## src/rtl/arm_ctrl_pkg.sv

```systemverilog
// Shared types and encodings for the multicycle ARMv4 control unit.
package arm_ctrl_pkg;

    typedef enum logic [3:0] {
        FETCH, DECODE, MEMADR, MEMRD, MEMWB, MEMWR, EXECR, EXECI, ALUWB, BRANCH
    } state_t;

    localparam logic [1:0] OP_DP  = 2'b00;
    localparam logic [1:0] OP_MEM = 2'b01;
    localparam logic [1:0] OP_BR  = 2'b10;

    localparam logic [1:0] ALU_ADD = 2'b00;
    localparam logic [1:0] ALU_SUB = 2'b01;
    localparam logic [1:0] ALU_AND = 2'b10;
    localparam logic [1:0] ALU_ORR = 2'b11;

    localparam logic [3:0] CMD_AND = 4'b0000;
    localparam logic [3:0] CMD_SUB = 4'b0010;
    localparam logic [3:0] CMD_ADD = 4'b0100;
    localparam logic [3:0] CMD_CMP = 4'b1010;
    localparam logic [3:0] CMD_ORR = 4'b1100;

    localparam logic [3:0] COND_EQ = 4'b0000;
    localparam logic [3:0] COND_NE = 4'b0001;
    localparam logic [3:0] COND_CS = 4'b0010;
    localparam logic [3:0] COND_CC = 4'b0011;
    localparam logic [3:0] COND_MI = 4'b0100;
    localparam logic [3:0] COND_PL = 4'b0101;
    localparam logic [3:0] COND_VS = 4'b0110;
    localparam logic [3:0] COND_VC = 4'b0111;
    localparam logic [3:0] COND_HI = 4'b1000;
    localparam logic [3:0] COND_LS = 4'b1001;
    localparam logic [3:0] COND_GE = 4'b1010;
    localparam logic [3:0] COND_LT = 4'b1011;
    localparam logic [3:0] COND_GT = 4'b1100;
    localparam logic [3:0] COND_LE = 4'b1101;
    localparam logic [3:0] COND_AL = 4'b1110;

    localparam int FLAG_N = 3;
    localparam int FLAG_Z = 2;
    localparam int FLAG_C = 1;
    localparam int FLAG_V = 0;

endpackage

```

## src/rtl/cond_unit.sv

```systemverilog
// ARMv4 condition evaluation: Cond field against the {N,Z,C,V} flag register.
module cond_unit
    import arm_ctrl_pkg::*;
(
    input  logic [3:0] cond_i,
    input  logic [3:0] flags_i,
    output logic       cond_ex_o
);

    logic n, z, c, v;
    assign n = flags_i[FLAG_N];
    assign z = flags_i[FLAG_Z];
    assign c = flags_i[FLAG_C];
    assign v = flags_i[FLAG_V];

    always_comb begin
        cond_ex_o = 1'b0;
        case (cond_i)
            COND_EQ: cond_ex_o = z;
            COND_NE: cond_ex_o = ~z;
            COND_CS: cond_ex_o = c;
            COND_CC: cond_ex_o = ~c;
            COND_MI: cond_ex_o = n;
            COND_PL: cond_ex_o = ~n;
            COND_VS: cond_ex_o = v;
            COND_VC: cond_ex_o = ~v;
            COND_HI: cond_ex_o = c & ~z;
            COND_LS: cond_ex_o = ~c | z;
            COND_GE: cond_ex_o = (n == v);
            COND_LT: cond_ex_o = (n != v);
            COND_GT: cond_ex_o = ~z & (n == v);
            COND_LE: cond_ex_o = z | (n != v);
            COND_AL: cond_ex_o = 1'b1;
            default: cond_ex_o = 1'b0;  // 1111 never executes
        endcase
    end

endmodule

```

## src/rtl/multicycle_ctrl_fsm.sv

```systemverilog
// Multicycle ARMv4 control unit: sequencing FSM, ALU decode, condition latch and NZCV register.
module multicycle_ctrl_fsm
    import arm_ctrl_pkg::*;
#(
    parameter int NFLAGS = 4
) (
    input  logic              clk,
    input  logic              reset,
    input  logic [3:0]        Cond,
    input  logic [1:0]        Op,
    input  logic [5:0]        Funct,
    input  logic [3:0]        Rd,
    input  logic [NFLAGS-1:0] ALUFlags,
    output logic              PCWrite,
    output logic              AdrSrc,
    output logic              MemWrite,
    output logic              IRWrite,
    output logic [1:0]        ResultSrc,
    output logic [1:0]        ALUControl,
    output logic              ALUSrcA,
    output logic [1:0]        ALUSrcB,
    output logic [1:0]        ImmSrc,
    output logic              RegWrite,
    output logic [1:0]        RegSrc,
    output state_t            state_dbg_o,
    output logic [NFLAGS-1:0] flags_dbg_o
);

    state_t            state_q, state_d;
    logic [NFLAGS-1:0] flags_q, flags_d;
    logic              cond_ex_q, cond_ex_d;
    logic              cond_ex;

    logic       is_cmp, flag_cmd, cv_cmd;
    logic [1:0] alu_dp;
    logic       regw, memw, branch, irw, pcw_fetch;

    cond_unit u_cond (
        .cond_i    (Cond),
        .flags_i   (flags_q),
        .cond_ex_o (cond_ex)
    );

    assign is_cmp = (Funct[4:1] == CMD_CMP);

    // Unrecognised commands fall back to ADD and never touch the flags.
    always_comb begin
        alu_dp   = ALU_ADD;
        flag_cmd = 1'b0;
        cv_cmd   = 1'b0;
        case (Funct[4:1])
            CMD_ADD: begin alu_dp = ALU_ADD; flag_cmd = 1'b1; cv_cmd = 1'b1; end
            CMD_SUB: begin alu_dp = ALU_SUB; flag_cmd = 1'b1; cv_cmd = 1'b1; end
            CMD_CMP: begin alu_dp = ALU_SUB; flag_cmd = 1'b1; cv_cmd = 1'b1; end
            CMD_AND: begin alu_dp = ALU_AND; flag_cmd = 1'b1; end
            CMD_ORR: begin alu_dp = ALU_ORR; flag_cmd = 1'b1; end
            default: begin alu_dp = ALU_ADD; end
        endcase
    end

    always_ff @(posedge clk) begin
        if (reset) begin
            state_q   <= FETCH;
            flags_q   <= '0;
            cond_ex_q <= 1'b0;
        end else begin
            state_q   <= state_d;
            flags_q   <= flags_d;
            cond_ex_q <= cond_ex_d;
        end
    end

    always_comb begin
        state_d    = state_q;
        flags_d    = flags_q;
        cond_ex_d  = cond_ex_q;
        AdrSrc     = 1'b0;
        ResultSrc  = 2'b00;
        ALUControl = ALU_ADD;
        ALUSrcA    = 1'b0;
        ALUSrcB    = 2'b00;
        regw       = 1'b0;
        memw       = 1'b0;
        branch     = 1'b0;
        irw        = 1'b0;
        pcw_fetch  = 1'b0;
        case (state_q)
            FETCH: begin
                irw       = 1'b1;
                ALUSrcA   = 1'b1;
                ALUSrcB   = 2'b10;
                ResultSrc = 2'b10;
                pcw_fetch = 1'b1;
                state_d   = DECODE;
            end
            DECODE: begin
                ALUSrcA   = 1'b1;
                ALUSrcB   = 2'b10;
                ResultSrc = 2'b10;
                cond_ex_d = cond_ex;
                case (Op)
                    OP_MEM:  state_d = MEMADR;
                    OP_DP:   state_d = Funct[5] ? EXECI : EXECR;
                    OP_BR:   state_d = BRANCH;
                    default: state_d = FETCH;
                endcase
            end
            MEMADR: begin
                ALUSrcB = 2'b01;
                state_d = Funct[0] ? MEMRD : MEMWR;
            end
            MEMRD: begin
                AdrSrc  = 1'b1;
                state_d = MEMWB;
            end
            MEMWB: begin
                AdrSrc    = 1'b1;  // address held stable through the load writeback
                ResultSrc = 2'b01;
                regw      = 1'b1;
                state_d   = FETCH;
            end
            MEMWR: begin
                AdrSrc  = 1'b1;
                memw    = 1'b1;
                state_d = FETCH;
            end
            EXECR, EXECI: begin
                ALUSrcB    = (state_q == EXECI) ? 2'b01 : 2'b00;
                ALUControl = alu_dp;
                state_d    = ALUWB;
                if (cond_ex_q && flag_cmd && (Funct[0] || is_cmp)) begin
                    flags_d[FLAG_N] = ALUFlags[FLAG_N];
                    flags_d[FLAG_Z] = ALUFlags[FLAG_Z];
                    if (cv_cmd) begin
                        flags_d[FLAG_C] = ALUFlags[FLAG_C];
                        flags_d[FLAG_V] = ALUFlags[FLAG_V];
                    end
                end
            end
            ALUWB: begin
                regw    = ~is_cmp;
                state_d = FETCH;
            end
            BRANCH: begin
                ALUSrcB   = 2'b01;
                ResultSrc = 2'b10;
                branch    = 1'b1;
                state_d   = FETCH;
            end
            default: state_d = FETCH;
        endcase
    end

    assign ImmSrc   = Op;
    assign RegSrc   = {(Op == OP_MEM) & ~Funct[0], (Op == OP_BR)};
    assign RegWrite = ~reset & regw & cond_ex_q;
    assign MemWrite = ~reset & memw & cond_ex_q;
    assign IRWrite  = ~reset & irw;
    assign PCWrite  = ~reset & (pcw_fetch | (cond_ex_q & (branch | (regw & (Rd == 4'd15)))));

    assign state_dbg_o = state_q;
    assign flags_dbg_o = flags_q;

endmodule
```

## config.mk

```make
export PLATFORM = sky130hd
export DESIGN_NAME = multicycle_ctrl_fsm
export DESIGN_NICKNAME = d
export VERILOG_FILES = /design/src/rtl/arm_ctrl_pkg.sv /design/src/rtl/cond_unit.sv /design/src/rtl/multicycle_ctrl_fsm.sv
export SDC_FILE = /design/constraint.sdc
export NUM_CORES = 1
export LEC_CHECK = 0
export BUFFER_PORTS_ARGS = -buffer_cell sky130_fd_sc_hd__buf_2
export CORE_MARGIN = 4
export CORE_UTILIZATION = 40
export DETAILED_ROUTE_END_ITERATION = 10
export PLACE_DENSITY_LB_ADDON = 0.12
export SLEW_MARGIN = 30
export SYNTH_ARGS = -nofsm -noshare
export SYNTH_HDL_FRONTEND = slang
export SYNTH_SLANG_ARGS = --single-unit
```

## constraint.sdc

```tcl
create_clock -name clk -period 1.6 [get_ports clk]
set_input_delay 0.16 -clock clk [delete_from_list [all_inputs] [get_ports clk]]
set_output_delay 0.16 -clock clk [all_outputs]
set_load 0.01 [all_outputs]
```

======== After elaboration in Yosys (flattened, before gate mapping) ========
Index checks and enable logic that the tools add are counted.
cells by class
  equal/unequal tests ..................... 32
  muxes and demuxes ....................... 18
  bitwise logic cells ..................... 22
  reduce and logical (&&, ||, !) cells .... 17
operators with widths
  kind                                                              number
  4-bit == test (second input constant)                             12
  4-bit by 3-bit == test with 1-bit output (second input constant)  9
  4-bit by 2-bit == test with 1-bit output (second input constant)  5
  4-bit case mux with 5 select lines                                1
  1-bit case mux with 15 select lines                               1
  4-bit logical NOT                                                 3
  2-bit case mux with 3 select lines                                2
  4-bit case mux with 3 select lines                                1
  1-bit bitwise AND                                                 11
  1-bit 2-to-1 mux                                                  9
  3-bit OR reduction                                                3
  4-bit by 1-bit == test with 1-bit output (second input constant)  2
  2-bit OR reduction                                                4
  1-bit inverter                                                    7
  5-bit OR reduction                                                1
  1-bit bitwise OR                                                  4
  2-bit case mux with 2 select lines                                1
  3-bit 2-to-1 mux                                                  1
  3-bit AND reduction                                               1
  2-bit by 1-bit == test with 1-bit output (second input constant)  1
  2-bit == test (second input constant)                             1
  1-bit logical AND                                                 2
  2-bit logical NOT                                                 1
  2-bit 2-to-1 mux                                                  1
  5 further kinds                                                   5
word-level totals
  bits in registers ....................... 9
  bits of input ports ..................... 22
  output and inout port bits .............. 24
  word-level logic and storage cells ...... 93

======== Logic depth before layout (Yosys ltp) ========
  depth after elaboration ................. 8
  mapped depth ............................ 6
  gate-level depth less buffers ........... 5

======== Modules after synthesis ========
A second synthesis with hierarchy kept.
unflattened totals
  cell total of the unflattened synthesis .. 116
  area, all modules ....................... 884.6 µm²
modules (own cells, without submodules)
  module               instances  cells each  area an instance (µm²)  sequential area each (µm²)
  multicycle_ctrl_fsm  1          88          690.7                   180.2
  cond_unit            1          28          193.9                   0.0

======== Worst setup path after synthesis ========
Ideal clock, no wire load.
  kind .................................... register -> register
  from .................................... reg state_q[1], in the netlist state_dbg_o[1]
  to ...................................... reg flags_q[0], in the netlist flags_dbg_o[0]
  library setup time ...................... 0.126 ns
  arrival ................................. 1.417 ns
  data required time ...................... 1.474 ns
  slack ................................... 0.057 ns
  stages on the path, launching flop included .. 6
  path buffers ............................ 0
  clock period less this slack ............ 1.543 ns
  cell sequence ........................... dfxtp_1 > inv_2 > or4_4 > a21oi_2 > mux2i_1 > nor2_1
between the ends
  cells in the longest elaborated chain, start to end .. 3
  elaborated cells between the ends (all ways) .. 4
  those cells by class .................... 2 x eq/ne; 2 x reduce/logical
ends and longest elaborated chain
  what                                      line                       text
  start: declaration                        multicycle_ctrl_fsm.sv:29  state_t state_q, state_d;
  start signal: assignment                  multicycle_ctrl_fsm.sv:67  state_q <= state_d;
  4-bit by 3-bit == test with 1-bit output  multicycle_ctrl_fsm.sv:87  case (state_q)
  2-bit OR reduction (*)                    multicycle_ctrl_fsm.sv:87
  3-bit AND reduction (no source line) (*)  -
  end signal: assignment                    multicycle_ctrl_fsm.sv:68  flags_q <= flags_d;
  end: declaration                          multicycle_ctrl_fsm.sv:30  logic [NFLAGS-1:0] flags_q, flags_d;
Mark *: on every way between the ends. The rest lies on a longest branch, timed or not.
A chain may end at the register's enable or synchronous reset.

======== Final worst setup path ========
  from .................................... reg state_q[3], in the netlist state_dbg_o[3]
  to ...................................... out PCWrite
between the ends
  cells in the longest elaborated chain, start to end .. 7
  elaborated cells between the ends (all ways) .. 12
  those cells by class .................... 3 x eq/ne; 3 x mux; 5 x bitwise; 1 x reduce/logical
ends and longest elaborated chain
  what                                                                       line                        text
  4-bit == test or 4-bit by 3-bit == test with 1-bit output (tied branches)  multicycle_ctrl_fsm.sv:87
  1-bit case mux with 2 select lines                                         multicycle_ctrl_fsm.sv:87
  1-bit bitwise AND                                                          multicycle_ctrl_fsm.sv:159  assign PCWrite = ~reset & (pcw_fetch | (cond_ex_q & (branch | (regw & (Rd == 4'd15)))));
  1-bit bitwise OR                                                           multicycle_ctrl_fsm.sv:159
  1-bit bitwise AND                                                          multicycle_ctrl_fsm.sv:159
  1-bit bitwise OR (*)                                                       multicycle_ctrl_fsm.sv:159
  1-bit bitwise AND (*)                                                      multicycle_ctrl_fsm.sv:159
  end: declaration                                                           multicycle_ctrl_fsm.sv:14   output logic PCWrite,
Marked as above.

==> impl_metrics.csv <==
group,metric,value,unit
outcome,outcome,"finished, violations left",
outcome,violations,"negative setup slack",
sta,clock_skew,0.00540,ns
place,place_inst,178,
global_routing,overflow,0,
setup_path,critPathKind,"reg -> out",
logic_synthesis,synth_mux_area_share,6.35,%
cts,cts_buffers,3,
sta,fin_crit_sh,102,%
drt,ant_nets,0,
global_routing,grt_pass1_vias,894,
hold_path,min_path_type,"in -> reg",
floorplan,die_h,52.4,µm
logic_synthesis,synth_compound_area_share,19.2,%
cts,clkTransAtPathRegs,0.06,ns
pwr,p_int,0.446,mW
floorplan,io_pins,46,
place,dpl_worst_slack,0.106,ns
cells_and_area,final_core_utilization,66.6,%
place,io_buffers,45,
sta,slew_viol_final,0,
cts,clk-insertion-delay-late,0.27,ns
sta,rsz0062_at_grt,"true",
place,dpl.hpwl,1830,µm
logic_synthesis,synth_edf_count,0,
cts,clock_tree.root_cell,"clkbuf_4",
logic_synthesis,synth.yosys.seq_area_share,22.9,%
logic_synthesis,synth_cells,109,
pwr,comb_power_share,36.9,%
cells_and_area,fillers,180,
cells_and_area,stdcell_area,1200,µm²
drt,drc,0,
sta,fin_ws,-0.0241,ns
floorplan,coreArea,1800,µm²
logic_synthesis,ys_types,35,
flow_run,maxCapViolations,0,
sta,setup_viol,1,
logic_synthesis,synth_top_area_cell,"dfxtp_1",
global_routing,grt_pass1_wl,3950,µm
global_routing,antenna_found_initial,0,
setup_path,path_max_fanout,4,
logic_synthesis,synth_ff_type,"dfxtp_1",
pwr,p_per_area,564,nW/µm²
cts,h-tree-depth,1,
place,gp_congestion,0.843,
logic_synthesis,synth_xor_area_share,7.78,%
logic_synthesis,synth_top_family_by_area,"simple AND/OR/NAND/NOR gates",
floorplan,die_width,52.4,µm
setup_path,critPathCaptureType,"output port",
sta,hold_slack,0.134,ns
global_routing,grt_use_met1,24.0,%
drt,drtPass1Iterations,4,
logic_synthesis,synth.most_common_cell,"nor2_1",
setup_path,crit_path_start_kind,"flop",
global_routing,grt_max_degree,14,
pwr,ir_drop,337,µV
sta,hold_violations,0,
floorplan,dieArea,2740,µm²
cells_and_area,final_cells,187,
global_routing,grt-busiest-layer,"met2",
sta,worst_pin_slew,0.356,ns
setup_path,crit_required,1.44,ns
drt,routedWlPerCell,13.2,µm
global_routing,track_usage,18.8,%
place,place_area,1060,µm²
cells_and_area,synthToLayoutAreaGrowth,52.2,%
floorplan,floorplan.initialDensity,43.7,%
cells_and_area,num-nets-final,185,
cells_and_area,diodes,0,
cts,cts.sinks,9,
logic_synthesis,avgSynthCellArea,7.23,µm²
drt,vias_per_cell,5.35,
pwr,p_clk_share,27.1,%
logic_synthesis,synthesis.nets,131,
logic_synthesis,synth-simple-area-share,36.7,%
global_routing,met3_usage,3.99,%
sta,slew_headroom,76.0,%
drt,first_iter_violations,26,
logic_synthesis,yosysWarnings,0,
sta,min_period,1.62,ns
pwr,seq_power_share,36.0,%
drt,totalWireLength,2470,µm
cells_and_area,layout-drive-gt1-share,47.5,%
global_routing,grt_use_met2,31.2,%
floorplan,rows,15,
cts,cts_tree,"done",
logic_synthesis,ys_ff_latch,9,
sta,fmax,616,MHz
pwr,power,0.676,mW
logic_synthesis,syn_area,788,µm²
setup_path,crit_arrival,1.46,ns
logic_synthesis,synth_commonest_cells,"nor2_1, dfxtp_1, nand2_1",
pwr,p_sw_share,34.1,%
pwr,p_leak,0.532,nW
cts,cts.path.max_buffers,2,
logic_synthesis,synthArstFlopShare,0,%
pwr,switching_power,0.231,mW
logic_synthesis,synthTopCellsByArea,"dfxtp_1, mux2i_1, nor2_1",
logic_synthesis,synth_fa_ha_area_share,0,%
drt,vias,1001,
logic_synthesis,synth_top_area_share,22.9,%
sta,fin_setup_tns,-0.0241,ns
[kinds of logic (layout without fill, tap and decap cells)]
kind of cell | after synthesis | after routing
multiplexers | 5 | 5
AND/OR/NAND/NOR | 53 | 53
flip-flops | 9 | 9
XOR/XNOR | 7 | 7
AO/OA/AOI/OAI | 23 | 23
buffers and inverters | 12 | 65
[power groups by stage]
| stage | registers [mW] | clock network [mW] | logic, mW |
|---|---|---|---|
| 5_1_grt | 0.246 | 0.198 | 0.273 |
| 3_3_place_gp | 0.249 | 0 | 0.213 |
| 3_5_place_dp | 0.249 | 0 | 0.217 |
| 6_report | 0.244 | 0.183 | 0.250 |
| 2_1_floorplan | 0.248 | 0 | 0.123 |
| 4_1_cts | 0.245 | 0.184 | 0.228 |
[what timing repair did]
action	4_1_cts	5_1_grt
endpoints found under the setup margin	5	7
pin swaps	4	4
resized for setup	11	10
hold buffers	0	0
setup buffers	4	2
[critical path: stages, from the launching register on]
cell and delay, ns:
dfxtp_2 0.33, buf_6 0.12, buf_6 0.12, nand2b_4 0.07, o21ai_2 0.05, and4_1 0.15, a22o_1 0.22, buf_2 0.13
[path summary, 6_finish.rpt]
check                                                   end  cells past startpoint  slack, ns                         from
worst max-delay path                                PCWrite                      7      -0.02    state_dbg_o[3]$_SDFF_PP0_
worst max register to register  flags_dbg_o[3]$_SDFFE_PP0P_                      5       0.09    state_dbg_o[1]$_SDFF_PP0_
worst min-delay path            flags_dbg_o[2]$_SDFFE_PP0P_                      3       0.13                  ALUFlags[2]
worst min register to register  flags_dbg_o[2]$_SDFFE_PP0P_                      2       0.56  flags_dbg_o[2]$_SDFFE_PP0P_
[metal layers]
metal | share of wire, % | vias up
met1 | 43 | 453
met5 | 0 | -
met2 | 47 | 43
met3 | 7.9 | 7
met4 | 2.2 | 0
li1 | - | 498
[area by class of cell]
cell class	count	area, µm²	share of cell area, %
clock buffer	4	26.3	2.19
inverter	4	15.0	1.25
multi-input combinational	88	606	50.5
tap	25	31.3	2.61
sequential	9	189	15.7
timing repair buffer	57	333	27.7
[sequential cells by signal, indices dropped and copies added, names as in the netlist]
signal / flops
state_dbg_o: 4
flags_dbg_o: 4
cond_ex_q: 1
[cell usage in the layout, fill, tap and decap left out, drive strengths merged, types with 2 or more instances in the layout]
cell type,Yosys,layout
a21oi,7,7
or3,3,3
mux2i,5,5
nor3b,2,2
nand3,2,2
nand2b,4,4
nand2,9,9
clkbuf,3,4
o21ai,6,6
nand3b,2,2
xnor2,5,5
nor2,13,13
dfxtp,9,9
nor3,8,8
o211ai,3,3
buf,5,57
and4,2,2
inv,4,4
nor2b,4,4
xor2,2,2
Note: power is estimated with default switching activity, not from simulation.
